File: config.mk
export PLATFORM = sky130hd
export DESIGN_NAME = megarom_spi_master
export DESIGN_NICKNAME = d
export VERILOG_FILES = /design/src/rtl/megarom_pkg.sv /design/src/rtl/megarom_frame_builder.sv /design/src/rtl/megarom_spi_master.sv
export SDC_FILE = /design/constraint.sdc
export NUM_CORES = 1
export LEC_CHECK = 0
export CAP_MARGIN = 20
export CORE_MARGIN = 3
export CORE_UTILIZATION = 29
export CTS_CLUSTER_DIAMETER = 40
export DETAILED_ROUTE_END_ITERATION = 12
export GPL_TIMING_DRIVEN = 0
export PLACE_DENSITY_LB_ADDON = 0.08
export RECOVER_POWER = 50
export SETUP_SLACK_MARGIN = 0.2
export SLEW_MARGIN = 20
export SYNTH_ARGS = -nofsm -noshare
export SYNTH_HDL_FRONTEND = slang
export SYNTH_SLANG_ARGS = --single-unit
File: constraint.sdc
create_clock -name clk -period 2.35 [get_ports clk]
set_clock_uncertainty 0.2 [all_clocks]
set_input_delay 0.3525 -clock clk [delete_from_list [all_inputs] [get_ports clk]]
set_output_delay 0.3525 -clock clk [all_outputs]
set_load 0.01 [all_outputs]
File: src/rtl/megarom_pkg.sv
// ---------------------------------------------------------------------------
// megarom_pkg
// Shared definitions for the MegaROM SPI master: command encodings, the fixed
// lock/unlock frames and the master FSM state enumeration.
// ---------------------------------------------------------------------------
package megarom_pkg;

    typedef enum logic [1:0] {
        CMD_WRITE  = 2'b00,
        CMD_READ   = 2'b01,
        CMD_LOCK   = 2'b10,   // take flash from the BBC
        CMD_UNLOCK = 2'b11    // return flash to the BBC
    } cmd_t;

    localparam logic [31:0] LOCK_FRAME   = 32'hFFFF_FF00;
    localparam logic [31:0] UNLOCK_FRAME = 32'hFFFF_FFFF;
    localparam logic [5:0]  FRAME_BITS   = 6'd32;

    typedef enum logic [2:0] {
        ST_IDLE = 3'd0,
        ST_LOW  = 3'd1,
        ST_HIGH = 3'd2,
        ST_HOLD = 3'd3,
        ST_GAP  = 3'd4
    } state_t;

endpackage

File: src/rtl/megarom_frame_builder.sv
// ---------------------------------------------------------------------------
// megarom_frame_builder
// Purely combinational mapping of a command to the 32-bit SPI frame.
// Ports:
//   cmd   - command encoding (write/read/lock/unlock)
//   addr  - 19-bit flash byte address (write/read only)
//   wdata - write data byte (write only)
//   frame - 32-bit frame, transmitted MSB first
// ---------------------------------------------------------------------------
module megarom_frame_builder
    import megarom_pkg::*;
(
    input  cmd_t        cmd,
    input  logic [18:0] addr,
    input  logic [7:0]  wdata,
    output logic [31:0] frame
);

    always_comb begin
        frame = UNLOCK_FRAME;
        case (cmd)
            CMD_WRITE:  frame = {addr, 1'b0, wdata, 4'b0000};
            CMD_READ:   frame = {addr, 1'b1, 12'h000};
            CMD_LOCK:   frame = LOCK_FRAME;
            CMD_UNLOCK: frame = UNLOCK_FRAME;
            default:    frame = UNLOCK_FRAME;
        endcase
    end

endmodule

File: src/rtl/megarom_spi_master.sv
// ---------------------------------------------------------------------------
// megarom_spi_master
// SPI mode-0 master that sends one 32-bit command frame to the MegaROM CPLD
// per accepted request and returns the last 8 MISO bits of the frame.
//
// Handshake: a request is accepted in a cycle where req_valid and req_ready
// are both high; fields are captured into the transmit shift register in that
// cycle. req_ready is high only in IDLE, so requests offered at any other time
// are ignored (not queued). rsp_valid is a single-cycle pulse, coincident with
// spi_ss rising; rsp_rdata is valid then and held until the next completion.
//
// Ports:
//   clk, rst              - clock, asynchronous active-high reset
//   req_valid/req_ready   - request handshake
//   req_cmd/addr/wdata    - request fields
//   rsp_valid/rsp_rdata   - completion pulse and received byte
//   spi_ss/sck/mosi/miso  - SPI pins (SS active low, SCK idles low)
//   dbg_state             - current FSM state, for observation only
// ---------------------------------------------------------------------------
module megarom_spi_master
    import megarom_pkg::*;
#(
    parameter int unsigned HALF_PERIOD = 1,
    parameter int unsigned GAP_CYCLES  = 2
) (
    input  logic        clk,
    input  logic        rst,
    input  logic        req_valid,
    output logic        req_ready,
    input  logic [1:0]  req_cmd,
    input  logic [18:0] req_addr,
    input  logic [7:0]  req_wdata,
    output logic        rsp_valid,
    output logic [7:0]  rsp_rdata,
    output logic        spi_ss,
    output logic        spi_sck,
    output logic        spi_mosi,
    input  logic        spi_miso,
    output logic [2:0]  dbg_state
);

    localparam logic [7:0] HP_RELOAD  = 8'(HALF_PERIOD - 1);
    localparam logic [7:0] GAP_RELOAD = 8'(GAP_CYCLES - 1);

    state_t      state, state_d;
    logic [7:0]  hp_cnt;
    logic [5:0]  bit_cnt;
    logic [31:0] tx_sr;
    logic [7:0]  rx_sr;
    logic        ss_q, sck_q, ready_q, rsp_valid_q;
    logic [7:0]  rsp_rdata_q;
    logic [31:0] frame;

    logic handshake, phase_end, bit_exit, frame_done;

    megarom_frame_builder u_frame_builder (
        .cmd   (cmd_t'(req_cmd)),
        .addr  (req_addr),
        .wdata (req_wdata),
        .frame (frame)
    );

    // Next-state logic and per-cycle control strobes.
    always_comb begin
        state_d    = state;
        phase_end  = (hp_cnt == 8'd0);
        handshake  = 1'b0;
        bit_exit   = 1'b0;
        frame_done = 1'b0;
        case (state)
            ST_IDLE: begin
                if (req_valid && ready_q) begin
                    handshake = 1'b1;
                    state_d   = ST_LOW;
                end
            end
            ST_LOW: begin
                if (phase_end) state_d = ST_HIGH;
            end
            ST_HIGH: begin
                if (phase_end) begin
                    bit_exit = 1'b1;
                    // bit_cnt still counts the bit being finished here.
                    state_d  = (bit_cnt == 6'd1) ? ST_HOLD : ST_LOW;
                end
            end
            ST_HOLD: begin
                if (phase_end) begin
                    frame_done = 1'b1;
                    state_d    = ST_GAP;
                end
            end
            ST_GAP: begin
                if (phase_end) state_d = ST_IDLE;
            end
            default: state_d = ST_IDLE;
        endcase
    end

    always_ff @(posedge clk or posedge rst) begin
        if (rst) begin
            state <= ST_IDLE;
        end else begin
            state <= state_d;
        end
    end

    // Datapath and registered outputs. Pin outputs are decoded from state_d
    // so they change on the same edge as the state and never glitch.
    always_ff @(posedge clk or posedge rst) begin
        if (rst) begin
            hp_cnt      <= 8'd0;
            bit_cnt     <= 6'd0;
            tx_sr       <= 32'd0;
            rx_sr       <= 8'd0;
            ss_q        <= 1'b1;
            sck_q       <= 1'b0;
            ready_q     <= 1'b0;
            rsp_valid_q <= 1'b0;
            rsp_rdata_q <= 8'd0;
        end else begin
            // Every phase entry reloads the half-period counter.
            if (state_d != state) begin
                hp_cnt <= (state_d == ST_GAP) ? GAP_RELOAD : HP_RELOAD;
            end else if (hp_cnt != 8'd0) begin
                hp_cnt <= hp_cnt - 8'd1;
            end

            if (handshake) begin
                bit_cnt <= FRAME_BITS;
                tx_sr   <= frame;
            end else if (bit_exit) begin
                bit_cnt <= bit_cnt - 6'd1;
                // Next MOSI bit appears on the edge where SCK falls.
                tx_sr   <= {tx_sr[30:0], 1'b0};
                rx_sr   <= {rx_sr[6:0], spi_miso};
            end

            ss_q        <= !((state_d == ST_LOW) || (state_d == ST_HIGH) ||
                             (state_d == ST_HOLD));
            sck_q       <= (state_d == ST_HIGH);
            ready_q     <= (state_d == ST_IDLE);
            rsp_valid_q <= frame_done;
            if (frame_done) rsp_rdata_q <= rx_sr;
        end
    end

    assign req_ready = ready_q;
    assign rsp_valid = rsp_valid_q;
    assign rsp_rdata = rsp_rdata_q;
    assign spi_ss    = ss_q;
    assign spi_sck   = sck_q;
    assign spi_mosi  = tx_sr[31];
    assign dbg_state = state;

endmodule

==> results_dict.tcl <==
set metrics [dict create \
    status "finished, violations left" \
    violations "negative setup slack" \
    fin_crit_ns 2.45 \
    synth_area_um2 3160 \
    gr-total-overflow 0 \
    syn_inst 321 \
    final_common_cell "dfrtp_1" \
    area_growth_pct 41.9 \
    wl_per_cell_um 15.7 \
    synth_top_area_cell "dfrtp_1" \
    cp.required_ns 2.42 \
    synth_compound_area_share_pct 15.1 \
    dp_hpwl_um 5530 \
    muxShareOfSynthArea_pct 4.12 \
    combPwrFrac_pct 5.6 \
    path_max_fanout 6 \
    grt_pass1_wl_um 13200 \
    post-place-ws_ns -0.252 \
    yosys.cell_types.count 41 \
    cts.sinks 69 \
    gp_congestion 0.773 \
    port_buffers 47 \
    ys_warn_count 0 \
    yosys.area_share.adder_pct 1.19 \
    power.switching_mw 0.524 \
    r2r_setup_slack_ns -0.10 \
    avgSynthCellArea_um2 9.83 \
    clk_latency_ns 0.34 \
    arrival_ns 2.52 \
    cts_root_buf "clkbuf_8" \
    maxCapViolCount 0 \
    setup_viol 18 \
    tightest_slew_ns 0.790 \
    cts-hold-fix-buffers 0 \
    std_cell_rows 37 \
    r2r-start "hp_cnt[2]" \
    synth-edff-count 0 \
    synth_seq_cells 69 \
    start_kind "flop" \
    layout_common_cells "dfrtp_1, nor2_1, clkdlybuf4s50_1, nand2_1, a221o_1" \
    final_nets 435 \
    die_x_um 110 \
    relSlewSlack_pct 47.4 \
    crit-reg2reg-capture "bit_cnt[2]" \
    synth_top_family_by_area "simple AND/OR/NAND/NOR gates" \
    seq_area_frac_synth_pct 54.7 \
    vias 2657 \
    ys.flop_type "dfrtp_1" \
    yosys.area_share.simple_pct 20.3 \
    ys_async_sr_fraction_pct 100 \
    slew_viol_final 0 \
    power_leakage_nw 2.04 \
    layout_worst_path_cycle_share_pct 104 \
    grt_usage_pct 14.2 \
    ys_top_cells_by_area "dfrtp_1, a221o_1, nor2_1" \
    power_density_nw_per_um2 540 \
    rr_worst_depth 6 \
    sequentialPowerShare_pct 50.0 \
    ant_nets 0 \
    cp-end-kind "flop" \
    clockPowerShare_pct 44.4 \
    numCtsBuffers 9 \
    layout-drive-gt1-share_pct 21.3 \
    dieArea_um2 12200 \
    path_clk_slew_ns 0.08 \
    ios 49 \
    hold_class "in2async" \
    antenna_found_initial 0 \
    yosysTopAreaCellShare_pct 53.9 \
    grt_max_degree 33 \
    die_h_um 110 \
    hold_viol 0 \
    switching_share_pct 21.7 \
    drc_errors 0 \
    max_freq_mhz 408 \
    clk_path_buf_depth 2 \
    grt_setup_unrepaired "yes" \
    h-tree-depth 3 \
    cts_tree "done" \
    drtIter0Drc 88 \
    internal_power_mw 1.89 \
    final_util_pct 42.8 \
    core-area_um2 10500 \
    start_util_pct 30.2 \
    synthXorXnorAreaFrac_pct 0.832 \
    syn_nets 357 \
    path_class "reg2reg" \
    grt_pass1_vias 2607 \
    wl_um 8470 \
    worst_slack_ns -0.101 \
    viasPerCell 4.93 \
    tns_ns -0.425 \
    antenna_cells 0 \
    ir_worst_vdd_mv 0.313 \
    dr.pass1.iters 4 \
]
==> kinds of logic after synthesis <==
| kind of cell | after synthesis |
|---|---|
| and+or+nand+nor | 140 |
| DFF | 69 |
| AOI/OAI and AO/OA | 64 |
| buffers and inverters | 30 |
| muxes | 12 |
| xor gates and xnor gates | 3 |
| adders and majority gates | 3 |
==> cells in the mapped netlist, types with 2 or more instances <==
library cell   n
mux2i_1        4
or3_1          3
a31oi_1        4
and3_1         3
clkbuf_1      17
dfrtp_1       68
nand3_1        5
nand2_1       46
nor3_1        10
a221o_1       23
a21oi_1       15
nand2b_1       2
nor2b_1        2
nor4_1         2
a211oi_1       2
o21ai_1        3
nand3b_1       2
or4_1          3
inv_1          9
mux2_2         8
nor2_1        54
ha_1           3
o21a_1         2
xor2_1         3
a2bb2oi_1      2
nor3b_1        2
buf_2          3
o21ai_0        7
o32ai_1        2
==> routing by layer <==
| metal | GRT usage (%) | routed length, µm | up-vias |
|---|---|---|---|
| met1 | 19.5 | 4070 | 1285 |
| li1 | - | - | 1294 |
| met5 | 0 | 0 | - |
| met4 | 3.96 | 128 | 0 |
| met2 | 22.0 | 3780 | 68 |
| met3 | 4.02 | 496 | 10 |
==> worst max-delay path, cell delays in order (launching register included) <==
cell     delay [ns]
dfrtp_1        0.42
or4_4          0.55
buf_6          0.15
or4_4          0.48
buf_8          0.14
or3_1          0.31
a21oi_1        0.13
==> cell type report <==
class | count | area [µm²]
buffer | 21 | 199
tap | 136 | 170
timing repair buffer | 67 | 686
multi-input combinational | 222 | 1450
clock inverter | 4 | 72.6
clock buffer | 11 | 141
inverter | 9 | 35.0
sequential | 69 | 1730
fill | 1034 | 5980
==> worst max path at each step <==
stage | start | end | slack (ns) | cells past startpoint
2_1_floorplan | hp_cnt[0] | bit_cnt[2] | -0.006 | 8
3_3_place_gp | hp_cnt[0] | tx_sr[22] | -0.26 | 7
3_5_place_dp | hp_cnt[0] | tx_sr[29] | -0.25 | 7
4_1_cts | hp_cnt[2] | bit_cnt[2] | -0.10 | 6
5_1_grt | hp_cnt[2] | bit_cnt[2] | -0.15 | 6
6_report | hp_cnt[2] | bit_cnt[2] | -0.10 | 6
==> registers in the layout, summed over array words and instances (netlist names) <==
signal and flops:
tx_sr 32, rx_sr 8, dbg_state 3, rsp_valid 1, bit_cnt 6, hp_cnt 8
spi_sck 1, req_ready 1, rsp_rdata 8, spi_ss 1
==> timing repair <==
action | CTS | global route
endpoints found under the hold margin | 0 | 0
gates resized for setup | 25 | 29
endpoints found under the setup margin | 69 | 69
buffers inserted | 11 | 4
gates cloned | 0 | 3
pin swaps | 8 | 5
==> power by group through the flow <==
stage               clock [mW]  combinational, mW  sequential (mW)
global route              1.15              0.151             1.21
global placement             0              0.135             1.23
CTS                       1.11              0.145             1.21
floorplan                    0             0.0469             1.23
finish                    1.07              0.135             1.21
detailed placement           0              0.143             1.23
==> stage by stage <==
| step | std cells | total power [mW] | area, µm² | hold slack (ns) |
|---|---|---|---|---|
| 3_5_place_dp | 506 | 1.38 | 3900 | 0.270 |
| 2_1_floorplan | 321 | 1.28 | 3220 | 0.235 |
| 5_1_grt | 539 | 2.51 | 4480 | 0.260 |
| 3_3_place_gp | 504 | 1.37 | 3860 | 0.261 |
| 4_1_cts | 532 | 2.46 | 4300 | 0.0953 |
| 6_report | 539 | 2.42 | 4480 | 0.230 |
(Power assumes the default switching activity.)
